<file path="src/rtl/btn_pulse_pkg.sv">
// Shared definitions for the button/switch pulse conditioner: edge-mode
// encodings, event counter width and the counter-width helper.
package btn_pulse_pkg;

    typedef enum logic [1:0] {
        MODE_OFF  = 2'b00,
        MODE_RISE = 2'b01,
        MODE_FALL = 2'b10,
        MODE_BOTH = 2'b11
    } btn_mode_e;

    localparam int unsigned EVENT_W = 16;

    // Bits needed to hold 0..max_val, never less than one.
    function automatic int unsigned cnt_width(input int unsigned max_val);
        return (max_val < 1) ? 1 : $clog2(max_val + 1);
    endfunction

endpackage

</file>
<file path="src/rtl/btn_pulse_ctrl_if.sv">
// Board-side bundle of btn_pulse_ctrl: raw levels and controls in,
// conditioned levels, command pulses and event count out.
interface btn_pulse_ctrl_if #(
    parameter int unsigned CHANNELS = 3
);
    import btn_pulse_pkg::*;

    logic [CHANNELS-1:0]   raw_in;
    logic [2*CHANNELS-1:0] mode;
    logic [CHANNELS-1:0]   repeat_en;
    logic                  count_clr;
    logic [CHANNELS-1:0]   level;
    logic [CHANNELS-1:0]   pulse;
    logic                  any_pulse;
    logic [EVENT_W-1:0]    event_count;

    modport master (
        output raw_in, mode, repeat_en, count_clr,
        input  level, pulse, any_pulse, event_count
    );

    modport slave (
        input  raw_in, mode, repeat_en, count_clr,
        output level, pulse, any_pulse, event_count
    );

endinterface

</file>
<file path="src/rtl/btn_pulse_chan.sv">
// One input channel: synchroniser, debounce, edge-mode pulse and auto-repeat,
// with level and pulse both registered so they change on the same edge.
module btn_pulse_chan
    import btn_pulse_pkg::*;
#(
    parameter int unsigned SYNC_STAGES     = 2,
    parameter int unsigned DEBOUNCE_CYCLES = 16,
    parameter int unsigned REPEAT_DELAY    = 1000,
    parameter int unsigned REPEAT_PERIOD   = 250
) (
    input  logic       i_clk,
    input  logic       i_rst_n,
    input  logic       i_raw,
    input  logic [1:0] i_mode,
    input  logic       i_repeat_en,
    output logic       o_level,
    output logic       o_pulse
);

    localparam int unsigned DW   = cnt_width(DEBOUNCE_CYCLES);
    localparam int unsigned RMAX = (REPEAT_DELAY > REPEAT_PERIOD) ? REPEAT_DELAY : REPEAT_PERIOD;
    localparam int unsigned RW   = cnt_width(RMAX);

    logic [SYNC_STAGES-1:0] r_sync;
    logic [DW-1:0]          r_cnt;
    logic [RW-1:0]          r_rep;
    logic                   r_level;
    logic                   r_pulse;

    btn_mode_e w_mode;
    logic      w_s;
    logic      w_toggle;
    logic      w_rise_en;
    logic      w_fall_en;
    logic      w_edge_hit;
    logic      w_rep_ok;
    logic      w_press;
    logic      w_rep_fire;

    assign w_mode     = btn_mode_e'(i_mode);
    assign w_s        = r_sync[SYNC_STAGES-1];
    assign w_rise_en  = (w_mode == MODE_RISE) || (w_mode == MODE_BOTH);
    assign w_fall_en  = (w_mode == MODE_FALL) || (w_mode == MODE_BOTH);
    // The level flips once the mismatch has been seen DEBOUNCE_CYCLES+1 times;
    // with DEBOUNCE_CYCLES=0 this degenerates to a plain copy of w_s.
    assign w_toggle   = (w_s != r_level) && (r_cnt == DW'(DEBOUNCE_CYCLES));
    assign w_edge_hit = w_toggle && (r_level ? w_fall_en : w_rise_en);
    assign w_rep_ok   = i_repeat_en && w_rise_en;
    assign w_press    = w_toggle && !r_level && w_rep_ok;
    assign w_rep_fire = w_rep_ok && r_level && !w_toggle && (r_rep == RW'(1));

    always_ff @(posedge i_clk or negedge i_rst_n) begin
        if (!i_rst_n) begin
            r_sync  <= '0;
            r_cnt   <= '0;
            r_rep   <= '0;
            r_level <= 1'b0;
            r_pulse <= 1'b0;
        end else begin
            r_sync[0] <= i_raw;
            for (int unsigned k = 1; k < SYNC_STAGES; k++) begin
                r_sync[k] <= r_sync[k-1];
            end

            if (w_s == r_level) begin
                r_cnt <= '0;
            end else if (w_toggle) begin
                r_level <= ~r_level;
                r_cnt   <= '0;
            end else begin
                r_cnt <= r_cnt + DW'(1);
            end

            // Zero means idle: only a fresh press can arm the repeat timer.
            if (w_press) begin
                r_rep <= RW'(REPEAT_DELAY);
            end else if (!w_rep_ok || !r_level || w_toggle) begin
                r_rep <= '0;
            end else if (w_rep_fire) begin
                r_rep <= RW'(REPEAT_PERIOD);
            end else if (r_rep != '0) begin
                r_rep <= r_rep - RW'(1);
            end

            r_pulse <= w_edge_hit || w_rep_fire;
        end
    end

    assign o_level = r_level;
    assign o_pulse = r_pulse;

endmodule

</file>
<file path="src/rtl/btn_pulse_ctrl.sv">
// Multi-channel run-control input conditioner: per-channel pulse generators,
// combined pulse flag and a saturating count of pulse cycles.
module btn_pulse_ctrl
    import btn_pulse_pkg::*;
#(
    parameter int unsigned CHANNELS        = 3,
    parameter int unsigned SYNC_STAGES     = 2,
    parameter int unsigned DEBOUNCE_CYCLES = 16,
    parameter int unsigned REPEAT_DELAY    = 1000,
    parameter int unsigned REPEAT_PERIOD   = 250
) (
    input  logic             clock,
    input  logic             reset_n,
    btn_pulse_ctrl_if.slave  bus
);

    logic [CHANNELS-1:0] w_level;
    logic [CHANNELS-1:0] w_pulse;
    logic                w_any;
    logic [EVENT_W-1:0]  r_count;

    for (genvar g = 0; g < CHANNELS; g++) begin : g_chan
        btn_pulse_chan #(
            .SYNC_STAGES     (SYNC_STAGES),
            .DEBOUNCE_CYCLES (DEBOUNCE_CYCLES),
            .REPEAT_DELAY    (REPEAT_DELAY),
            .REPEAT_PERIOD   (REPEAT_PERIOD)
        ) u_chan (
            .i_clk       (clock),
            .i_rst_n     (reset_n),
            .i_raw       (bus.raw_in[g]),
            .i_mode      (bus.mode[2*g+1:2*g]),
            .i_repeat_en (bus.repeat_en[g]),
            .o_level     (w_level[g]),
            .o_pulse     (w_pulse[g])
        );
    end

    assign w_any = |w_pulse;

    always_ff @(posedge clock or negedge reset_n) begin
        if (!reset_n) begin
            r_count <= '0;
        end else if (bus.count_clr) begin
            r_count <= '0;
        end else if (w_any && (r_count != '1)) begin
            r_count <= r_count + EVENT_W'(1);
        end
    end

    assign bus.level       = w_level;
    assign bus.pulse       = w_pulse;
    assign bus.any_pulse   = w_any;
    assign bus.event_count = r_count;

endmodule

</file>
<file path="src/flat_wrapper.sv">
// flat-port wrapper written by rule: the top's interface ports become plain ports
module btn_pulse_ctrl_flat import btn_pulse_pkg::*;
#(
    parameter int unsigned CHANNELS        = 3,
    parameter int unsigned SYNC_STAGES     = 2,
    parameter int unsigned DEBOUNCE_CYCLES = 16,
    parameter int unsigned REPEAT_DELAY    = 1000,
    parameter int unsigned REPEAT_PERIOD   = 250
)
  (clock, reset_n, bus_raw_in, bus_mode, bus_repeat_en, bus_count_clr, bus_level, bus_pulse, bus_any_pulse, bus_event_count);
  btn_pulse_ctrl_if #(.CHANNELS(CHANNELS)) bus_i ();
  input  logic clock;
  input  logic reset_n;
  input wire logic [$bits(bus_i.raw_in)-1:0] bus_raw_in;
  input wire logic [$bits(bus_i.mode)-1:0] bus_mode;
  input wire logic [$bits(bus_i.repeat_en)-1:0] bus_repeat_en;
  input wire logic [$bits(bus_i.count_clr)-1:0] bus_count_clr;
  output wire logic [$bits(bus_i.level)-1:0] bus_level;
  output wire logic [$bits(bus_i.pulse)-1:0] bus_pulse;
  output wire logic [$bits(bus_i.any_pulse)-1:0] bus_any_pulse;
  output wire logic [$bits(bus_i.event_count)-1:0] bus_event_count;
  assign bus_i.raw_in = bus_raw_in;
  assign bus_i.mode = bus_mode;
  assign bus_i.repeat_en = bus_repeat_en;
  assign bus_i.count_clr = bus_count_clr;
  assign bus_level = bus_i.level;
  assign bus_pulse = bus_i.pulse;
  assign bus_any_pulse = bus_i.any_pulse;
  assign bus_event_count = bus_i.event_count;
  btn_pulse_ctrl #(.CHANNELS(CHANNELS), .SYNC_STAGES(SYNC_STAGES), .DEBOUNCE_CYCLES(DEBOUNCE_CYCLES), .REPEAT_DELAY(REPEAT_DELAY), .REPEAT_PERIOD(REPEAT_PERIOD)) u_core (.clock(clock), .reset_n(reset_n), .bus(bus_i));
endmodule
</file>
<file path="config.mk">
export PLATFORM = sky130hd
export DESIGN_NAME = btn_pulse_ctrl_flat
export DESIGN_NICKNAME = d
export VERILOG_FILES = /design/src/rtl/btn_pulse_pkg.sv /design/src/rtl/btn_pulse_ctrl_if.sv /design/src/rtl/btn_pulse_chan.sv /design/src/rtl/btn_pulse_ctrl.sv /design/src/flat_wrapper.sv
export SDC_FILE = /design/constraint.sdc
export NUM_CORES = 1
export LEC_CHECK = 0
export CAP_MARGIN = 0
export CORE_MARGIN = 2
export CORE_UTILIZATION = 51
export DETAILED_ROUTE_END_ITERATION = 8
export GPL_TIMING_DRIVEN = 0
export PLACE_DENSITY = 0.82
export SLEW_MARGIN = 5
export SYNTH_ARGS = -nofsm -noshare
export SYNTH_HDL_FRONTEND = slang
export SYNTH_SLANG_ARGS = --single-unit
</file>
<file path="constraint.sdc">
create_clock -name clock -period 2.1 [get_ports clock]
set_input_delay 0.21 -clock clock [delete_from_list [all_inputs] [get_ports clock]]
set_output_delay 0.21 -clock clock [all_outputs]
set_load 0.02 [all_outputs]
</file>
==> flow_summary.yaml, run 1 <==
outcome:
  status: "finished, final reports clean"
floorplan:
  core_um2: 7250
  io_pins: 38
  die_w_um: 90.6
  dieArea_um2: 8200
  start_util_pct: 52.7
  num_rows: 31
  die_h_um: 90.6
layout:
  area_delta_synth_final_pct: 22.2
  final_util_pct: 64.4
  drive_gt1_share_pct: 10.7
  postLayoutCellArea_um2: 4670
  diodes: 0
  fill_cells: 592
  layout.nets: 471
yosys:
  synth_area_leaders: "dfrtp_1 48%, xnor2_1 7.1%, nor2_1 5.4%"
  ys_async_sr_fraction_pct: 100
  syn_area_per_cell_um2: 9.78
  syn-num-nets: 419
  ys_ff_latch: 73
  synth.distinct_cells: 49
  synth_top_family_by_area: "simple AND/OR/NAND/NOR gates"
  synth_mux_area_share_pct: 2.45
  synth-edff-count: 0
  ys_seq_area_share_pct: 47.8
  synth-simple-area-share_pct: 22.7
  yosysTopAreaCellShare_pct: 47.8
  synth-main-ff-cell: "dfrtp_1"
  syn_area_um2: 3820
  synth_area_leader_cell: "dfrtp_1"
  netlist_instances: 391
  synth-adder-area-share_pct: 4.26
  synth_xor_xnor_area_share_pct: 8.94
  synth_compound_area_share_pct: 10.5
  ys.warnings.count: 0
power:
  leakagePower_nw: 2.08
  combPwrFrac_pct: 3.9
  share_seq_of_total_power_pct: 50.2
  p_sw_uw: 583
  p_clk_share_pct: 45.9
  ir_drop_uv: 363
  finalPower_mw: 2.88
  p_int_mw: 2.30
  switching_share_pct: 20.2
  p_per_area_nw_per_um2: 616
worst_setup_path:
  crit_type: "reg -> reg"
  r2r_setup_slack_ps: 140
  path_max_fanout: 8
  cp-end-kind: "register"
  arrival_ps: 2180
  worst_r2r_startpoint: "u_core.bus.event_count[0]$_DFFE_PN0P_"
  r2r_end: "u_core.bus.event_count[11]$_DFFE_PN0P_"
  worst_r2r_path_depth: 7
  cp.required_ps: 2320
  critPathLaunchType: "register"
sta:
  fin_skew_ps: 10.0
  post-route-period-util_pct: 93.2
  finalSetupViolCount: 0
  worst_pin_slew_ps: 576
  min_period_ps: 1960
  whs_ps: 189
  hold_viol: 0
  drv_slew: 0
  tns_ps: 0
  slew_headroom_pct: 61.2
  fmax_mhz: 511
  grt_setup_unrepaired: "no"
clock_tree:
  numCtsBuffers: 9
  cts_sinks: 73
  clock-root-buffer: "clkbuf_8"
  cts_max_level: 3
  cts.reportedPaths.clkPinSlew_ps: 80
  clk_latency_ps: 350
  cts_tree: "yes"
  clock_path_buffers: 2
global_route:
  grt-ovfl-total: 0
  grt_pass1_wl_um: 12800
  grt_pass1_vias: 2899
  grt_usage_pct: 19.0
  antenna_found_initial: 0
  grt_max_degree: 61
placed_design:
  portBuffers: 36
  place_area_um2: 4330
  gp_congestion: 0.836
  dp.final_hpwl_um: 5410
hold_path:
  hold_path_depth: 2
  hold_end: "u_core.bus.event_count[6]$_DFFE_PN0P_"
  min_from: "bus_count_clr"
  hold_class: "in -> reg"
routing:
  finalWirelength_um: 7570
  post_drt_wl_per_cell_um: 13.8
  final_antenna_net_count: 0
  num_vias: 3047
  dr.pass1.iters: 4
  drt_first_iter_violations: 142
  vias_per_cell: 5.57
  drc: 0
job:
  drv_cap: 0
## registers in the layout (all words and copies together) (netlist names)
signal,count
u_core.g_chan.u_chan.r_sync,6
u_core.g_chan.u_chan.r_cnt,15
u_core.g_chan.u_chan.o_level,3
u_core.g_chan.u_chan.r_rep,30
u_core.g_chan.u_chan.o_pulse,3
u_core.bus.event_count,16
## final cells by class
cell class                      instances  area [um^2]  area share, %
Tap cell                               99          124           2.65
Timing Repair Buffer                   42          424           9.08
Sequential cell                        73         1830           39.1
Clock inverter                          5          103           2.20
Inverter                               17         63.8           1.37
Multi-Input combinational cell        290         1930           41.3
Clock buffer                           11          141           3.03
Buffer                                 10         60.1           1.29
## kinds of logic after synthesis
group / after synthesis
adders and majority gates: 13
DFF: 73
muxes: 9
AOI/OAI and AO/OA: 66
and+or+nand+nor: 163
buffers and inverters: 28
xor gates and xnor gates: 39
## repair_timing
item / CTS / global route
gates resized for setup: 4 / 8
pin swaps: 0 / 1
setup buffers: 0 / 4
hold endpoints to repair: 13 / 0
setup endpoints to repair: 6 / 16
hold buffers: 1 / 0
## worst max path at each step
stage                                                      start                                            to  slack (ps)  depth (start not counted)
global route        u_core.g_chan[0].u_chan.r_rep[1]$_DFFE_PN0P_  u_core.g_chan[0].u_chan.r_rep[9]$_DFFE_PN0P_           8                          7
floorplan                  u_core.bus.event_count[0]$_DFFE_PN0P_         u_core.bus.event_count[1]$_DFFE_PN0P_         170                          6
finish                     u_core.bus.event_count[0]$_DFFE_PN0P_        u_core.bus.event_count[11]$_DFFE_PN0P_         140                          7
detailed placement  u_core.g_chan[2].u_chan.r_rep[0]$_DFFE_PN0P_  u_core.g_chan[2].u_chan.r_rep[8]$_DFFE_PN0P_         -80                          8
CTS                 u_core.g_chan[2].u_chan.r_rep[0]$_DFFE_PN0P_  u_core.g_chan[2].u_chan.r_rep[8]$_DFFE_PN0P_          20                          8
global placement                                         reset_n  u_core.g_chan[2].u_chan.r_rep[1]$_DFFE_PN0P_       -1670                          1
## placed cells by master (no fill, tap or decap), types with 5 or more instances in the layout
master            n
dfrtp_1          73
nor2_1           55
clkdlybuf4s50_1  34
xnor2_1          31
a21oi_1          25
inv_1            17
nand2_1          17
nand3_1          16
o21ai_0          12
ha_1             12
nor3_1           11
a211oi_1         11
buf_4            11
clkbuf_8         10
nand4_1           9
xor2_1            8
nor2b_1           6
mux2i_1           6
and2_1            5
or4_1             5
nand2b_1          5
nor4_1            5
## critical path, cell delays in order, from the launching register on
cell and delay (ps):
dfrtp_1 440, ha_1 250, nand4_1 250, nor3_4 110, buf_4 150, nor4b_1 410
xnor2_1 170, nor2_1 50
## routing by layer
| layer | global-route usage, % | wire length, um | vias up |
|---|---|---|---|
| met5 | 0 | 0 | - |
| met4 | 9.87 | 140 | 0 |
| met3 | 2.67 | 319 | 9 |
| met2 | 30.2 | 3590 | 75 |
| met1 | 25.4 | 3520 | 1477 |
| li1 | - | - | 1486 |
## power groups by stage
stage               clock network (mW)  logic, mW  registers, mW
global route                      1.41      0.134           1.45
finish                            1.32      0.113           1.44
floorplan                            0     0.0433           1.47
detailed placement                   0      0.115           1.47
global placement                     0      0.105           1.47
CTS                               1.35      0.116           1.44
## synthesized netlist by cell type, types with 3 or more instances
cell / instances
a211oi_1: 11
a21oi_1: 25
and2_1: 5
and4_1: 3
buf_4: 6
clkbuf_1: 4
dfrtp_1: 73
ha_1: 13
inv_1: 17
mux2_2: 3
mux2i_1: 6
nand2_1: 17
nand2b_1: 5
nand3_1: 16
nand4_1: 9
nor2_1: 55
nor2b_1: 6
nor3_1: 12
nor3b_1: 3
nor4_1: 7
o2111ai_1: 3
o21ai_0: 12
o22ai_1: 3
or4_1: 5
xnor2_1: 31
xor2_1: 8
## per-stage QoR
stage,cells,setup WS (ps)
finish,547,143
global route,547,7.84
CTS,544,19.2
detailed placement,527,-77.1
global placement,526,-1670
floorplan,391,168
(Power assumes the default switching activity.)
==> inputs of run 2 (changes only) <==
CORE_UTILIZATION = 57   (was 51)
PLACE_DENSITY = 0.89   (was 0.82)
==> run 2 against run 1 <==
Effect of this change:
- the flow now finishes with violations (design-rule violations)
- routed wire length is 2.3% higher
- clock power is 12% lower
- core utilization is 7.2 points higher
- critical endpoint is now u_core.g_chan[2].u_chan.r_rep[8]$_DFFE_PN0P_
- largest power group unchanged
- highest routed layer unchanged
==> flow_summary.yaml, run 2 (same netlist as run 1, synthesis figures left out) <==
sta:
  whs_ps: 179
  hold_viol: 0
  finalSetupViolCount: 0
  post-route-period-util_pct: 94.4
  tns_ps: 0
  worst_pin_slew_ps: 765
  fin_skew_ps: 7.81
  slew_headroom_pct: 48.9
  min_period_ps: 1980
  fmax_mhz: 505
  drv_slew: 0
power:
  leakagePower_nw: 2.05
  ir_drop_uv: 521
  p_per_area_nw_per_um2: 590
routing:
  final_antenna_net_count: 0
  num_vias: 3056
  vias_per_cell: 5.84
  top_layer_used: "met4"
  wl_met2_um: 3780
  routedLengthMet1_um: 3380
  drc: 5
  post_drt_wl_per_cell_um: 14.8
  drt_first_iter_violations: 190
  finalWirelength_um: 7750
  dr.pass1.iters: 6
  dr_wl_met3_um: 403
floorplan:
  io_pins: 38
  dieArea_um2: 7380
  core_um2: 6420
  die_w_um: 85.9
  start_util_pct: 59.5
  die_h_um: 85.9
  num_rows: 29
clock_tree:
  cts.reportedPaths.clkPinSlew_ps: 80
  clock-root-buffer: "clkbuf_8"
  clk_latency_ps: 350
  cts_sinks: 73
  cts_tree: "yes"
  cts_max_level: 3
  numCtsBuffers: 9
  clock_path_buffers: 2
worst_setup_path:
  r2r_setup_slack_ps: 120
  path_delay_family: "simple AND/OR/NAND/NOR gates"
  slowest_delay_ps: 440
  worst_r2r_path_depth: 7
  cp.required_ps: 2300
  crit_buf_inv: 1
  r2r_end: "u_core.g_chan[2].u_chan.r_rep[8]$_DFFE_PN0P_"
  critPathLaunchType: "register"
  cp-end-kind: "register"
  crit_type: "reg -> reg"
  cp_slowest_cell: "dfrtp_1"
  path_max_fanout: 8
  arrival_ps: 2180
  worstPathCellList: "inv_1, ha_1, nor3b_2, nand2_1, nor3_1, mux2i_1, o21ai_0"
  worst_r2r_startpoint: "u_core.g_chan[2].u_chan.r_rep[0]$_DFFE_PN0P_"
placed_design:
  gp_congestion: 0.859
  dp.final_hpwl_um: 5450
  portBuffers: 36
global_route:
  grt_pass1_wl_um: 12700
  grt_usage_pct: 22.0
  grt_pass1_vias: 2938
  antenna_found_initial: 0
  grt-ovfl-total: 0
  grt_max_degree: 41
outcome:
  violations: "design-rule violations"
  status: "finished with violations"
layout:
  final_cell_mix: "73 x dfrtp_1, 55 x nor2_1, 34 x clkdlybuf4s50_1, 31 x xnor2_1, 25 x a21oi_1"
  drive_gt1_share_pct: 10.1
  layout_commonest_cell: "dfrtp_1"
  diodes: 0
  layout.nets: 469
  largest_register_ffs: 30
  final_util_pct: 71.6
  area_delta_synth_final_pct: 20.4
  regMostFlops: "u_core.g_chan.u_chan.r_rep"
hold_path:
  min_from: "bus_count_clr"
  hold_path_depth: 2
  hold_end: "u_core.bus.event_count[4]$_DFFE_PN0P_"
  hold_class: "in -> reg"
job:
  drv_cap: 0
==> run 2: timing repair <==
item | CTS | global route
setup endpoints to repair | 6 | 11
hold buffers | 1 | 0
gates resized for setup | 4 | 6
pin swaps | 0 | 2
cloned | 0 | 0
setup buffers | 0 | 2
hold endpoints to repair | 33 | 0
==> run 2: power by group <==
| part | internal [mW] | switching [mW] |
|---|---|---|
| logic | 0.0516 | 0.0661 |
| clock network | 0.644 | 0.511 |
| registers | 1.42 | 0.0190 |
| total | 2.12 | 0.596 |
==> run 2: metrics by stage <==
step           cells  power [mW]  worst slack (ps)  cell area [um^2]
2_1_floorplan    391        1.51               168              3820
3_3_place_gp     504        1.57             -1610              4280
3_5_place_dp     505        1.58             -59.1              4300
4_1_cts          522        2.74              33.0              4540
5_1_grt          523        2.83             -23.9              4600
6_report         523        2.72               118              4600
==> run 2: how the worst max path moves through the flow <==
| stage | from | endpoint | slack (ps) | depth (start not counted) |
|---|---|---|---|---|
| after CTS | u_core.g_chan[2].u_chan.r_rep[0]$_DFFE_PN0P_ | u_core.g_chan[2].u_chan.r_rep[8]$_DFFE_PN0P_ | 30 | 8 |
| after floorplan | u_core.bus.event_count[0]$_DFFE_PN0P_ | u_core.bus.event_count[1]$_DFFE_PN0P_ | 170 | 6 |
| after global placement | reset_n | u_core.g_chan[2].u_chan.r_rep[1]$_DFFE_PN0P_ | -1610 | 1 |
| after detailed placement | u_core.g_chan[2].u_chan.r_rep[0]$_DFFE_PN0P_ | u_core.g_chan[2].u_chan.r_rep[8]$_DFFE_PN0P_ | -60 | 8 |
| after global routing | u_core.g_chan[0].u_chan.r_rep[1]$_DFFE_PN0P_ | u_core.g_chan[0].u_chan.r_rep[9]$_DFFE_PN0P_ | -20 | 7 |
| final | u_core.g_chan[2].u_chan.r_rep[0]$_DFFE_PN0P_ | u_core.g_chan[2].u_chan.r_rep[8]$_DFFE_PN0P_ | 120 | 7 |
==> run 2: cell type report <==
| type | instances | area [um^2] |
|---|---|---|
| fillers | 444 | 1820 |
| multi-input cells | 290 | 1940 |
| repair buffers | 40 | 402 |
| flip-flops and latches | 73 | 1830 |
| plain buffers | 10 | 60.1 |
| well taps | 77 | 96.3 |
| clock inverters | 4 | 50.0 |
| clock buffers | 12 | 165 |
| inverters | 17 | 63.8 |
==> run 2: layer usage <==
layer | GRT usage [%] | vias up
met1 | 27.6 | 1447
met4 | 11.5 | 0
met3 | 3.75 | 20
met5 | 0 | -
li1 | - | 1483
met2 | 36.4 | 106
==> inputs of run 3 (changes only) <==
SYNTH_HIERARCHICAL = 1   (was default)
==> run 3 against run 2 <==
Effect of this change:
- the flow now finishes without violations
- global-route usage is 2.1 points higher
- hold slack improved by 120 ps
- critical endpoint is now u_core/g_chan[0].u_chan/r_rep[5]$_DFFE_PN0P_
- critical path type unchanged
- maximum frequency rose by 0.98%
==> flow_summary.yaml, run 3 <==
outcome:
  status: "finished, final reports clean"
yosys:
  synth_area_leaders: "dfrtp_1 46%, xor2_1 4.6%, ha_1 4.1%"
  synth-edff-count: 0
  ys_seq_area_share_pct: 46.1
  synth.distinct_cells: 49
  ys_async_sr_fraction_pct: 100
  synth_area_leader_cell: "dfrtp_1"
  ys_ff_latch: 73
  ys.warnings.count: 6
  netlist_instances: 393
  synth-main-ff-cell: "dfrtp_1"
  syn_area_um2: 3970
  ys_top_cells_by_count: "73 x dfrtp_1, 28 x nor2_1, 24 x inv_1"
  syn-num-nets: 421
  synth_most_common_cell: "dfrtp_1"
  syn_area_per_cell_um2: 10.1
  yosysTopAreaCellShare_pct: 46.1
worst_setup_path:
  path_delay_family: "simple AND/OR/NAND/NOR gates"
  critPathLaunchType: "register"
  worstPathCellList: "inv_1, ha_1, nand4bb_1, or2_2, clkbuf_1, and4_1, a211oi_1"
  crit_type: "reg -> reg"
  slowest_delay_ps: 410
  arrival_ps: 2210
  crit_buf_inv: 2
  cp-end-kind: "register"
  cp_slowest_cell: "dfrtp_1"
  cp.required_ps: 2350
  path_max_fanout: 7
clock_tree:
  cts_max_level: 3
  clock_path_buffers: 2
  clock-root-buffer: "clkbuf_8"
  cts.reportedPaths.clkPinSlew_ps: 70
  postCtsSetupRepairBufs: 0
  cts_sinks: 73
  clk_latency_ps: 340
  numCtsBuffers: 9
  cts_tree: "yes"
sta:
  hold_viol: 0
  grt_setup_unrepaired: "no"
  fmax_mhz: 510
  post-route-period-util_pct: 93.5
  tns_ps: 0
  slew_headroom_pct: 60.0
  drv_slew: 0
  min_period_ps: 1960
  finalSetupViolCount: 0
  fin_skew_ps: 7.37
  whs_ps: 303
  worst_pin_slew_ps: 595
routing:
  finalWirelength_um: 8590
  drt_first_iter_violations: 289
  num_vias: 3272
  dr.pass1.iters: 6
  drc: 0
  vias_per_cell: 6.21
  post_drt_wl_per_cell_um: 16.3
  final_antenna_net_count: 0
layout:
  drive_gt1_share_pct: 9.62
  postLayoutCellArea_um2: 4700
  fill_cells: 496
  layout_commonest_cell: "dfrtp_1"
  area_delta_synth_final_pct: 18.5
  final_util_pct: 69.6
  largest_register_ffs: 30
  diodes: 0
  final_cell_mix: "73 x dfrtp_1, 34 x clkdlybuf4s50_1, 28 x nor2_1, 24 x inv_1"
  regMostFlops: "u_core/g_chan.u_chan/r_rep"
  layout.nets: 470
hold_path:
  hold_class: "in -> reg"
floorplan:
  die_h_um: 87.4
  io_pins: 38
  dieArea_um2: 7640
  num_rows: 30
  die_w_um: 87.4
  core_um2: 6760
  start_util_pct: 58.7
global_route:
  grtUsageMet1_pct: 31.7
  grt_pass1_vias: 3155
  grt_usage_pct: 24.1
  grt_most_used_layer: "met2"
  antenna_found_initial: 0
  grt_pass1_wl_um: 14500
  grt-ovfl-total: 0
  gr-usage-met3_pct: 3.51
  grtUsageMet2_pct: 39.9
  grt_max_degree: 52
placed_design:
  portBuffers: 36
  dp.final_hpwl_um: 5810
  gp_congestion: 0.872
  place_area_um2: 4450
power:
  leakagePower_nw: 2.16
  p_per_area_nw_per_um2: 582
  ir_drop_uv: 533
job:
  drv_cap: 0
==> run 3: cell types whose count changed in the layout (fill, tap and decap cells not counted), moves of 7 or more <==
cell     change
xnor2_1     -22
xor2_1      +13
inv_1        +7
nor2_1      -27
buf_4        -8
==> run 3: logic make-up after synthesis <==
family                   count (synthesis)  share of synthesized area, %
multiplexers                             3                         0.915
XOR/XNOR                                30                          6.62
AO/OA/AOI/OAI                           84                          14.1
AND/OR/NAND/NOR                        156                          24.8
buffers and inverters                   34                          3.44
flip-flops                              73                          46.1
adder cells (fa/ha/maj)                 13                          4.10
==> run 3: timing repair <==
action / in CTS / in global routing
hold buffers: 1 / 0
gates resized for setup: 1 / 8
endpoints found under the setup margin: 1 / 3
hold endpoints to repair: 22 / 0
==> run 3: through the flow <==
stage          power, mW  cells  worst slack (ps)
3_3_place_gp        1.57    509             -1660
6_report            2.73    527               137
4_1_cts             2.75    527              40.3
3_5_place_dp        1.59    510              66.0
5_1_grt             2.85    527              1.26
2_1_floorplan       1.51    393               224
==> run 3: area by class of cell <==
class                           count  area (um^2)  share of cell area (%)
Multi-Input combinational cell    286         2040                    43.4
Sequential cell                    73         1830                    38.9
Timing Repair Buffer               38          394                    8.38
Clock buffer                       13          139                    2.95
Tap cell                           80          100                    2.13
Inverter                           24         90.1                    1.92
Clock inverter                      3         65.1                    1.38
Buffer                             10         46.3                   0.985
==> run 3: final timing paths <==
kind | from | to | slack, ps | cells after the start
worst min-delay path | bus_raw_in[0] | u_core/g_chan[0].u_chan/r_sync[0]$_DFF_PN0_ | 300 | 1
worst max register to register | u_core/g_chan[0].u_chan/r_cnt[0]$_DFF_PN0_ | u_core/g_chan[0].u_chan/r_rep[5]$_DFFE_PN0P_ | 140 | 7
worst max-delay path | u_core/g_chan[0].u_chan/r_cnt[0]$_DFF_PN0_ | u_core/g_chan[0].u_chan/r_rep[5]$_DFFE_PN0P_ | 140 | 7
max in group asynchronous | reset_n | u_core/g_chan[0].u_chan/o_level$_DFFE_PN0P_ | 1230 | 3
min in group asynchronous | reset_n | u_core/g_chan[1].u_chan/r_rep[0]$_DFFE_PN0P_ | 310 | 2
worst min register to register | u_core/g_chan[1].u_chan/r_sync[0]$_DFF_PN0_ | u_core/g_chan[1].u_chan/r_sync[1]$_DFF_PN0_ | 350 | 0
==> run 3: layer usage <==
metal	vias to the layer above	part of all wire, %
met5	-	0
met4	0	1.9
met3	22	4.9
met2	129	50
met1	1573	43
li1	1548	-
==> run 3: report_power, final <==
part | total (mW) | switching, mW | leakage, nW | internal, mW
Combinational | 0.117 | 0.0638 | 1.06 | 0.0533
Clock | 1.17 | 0.504 | 0.102 | 0.670
Sequential | 1.44 | 0.0181 | 0.999 | 1.42
Total | 2.73 | 0.586 | 2.16 | 2.15
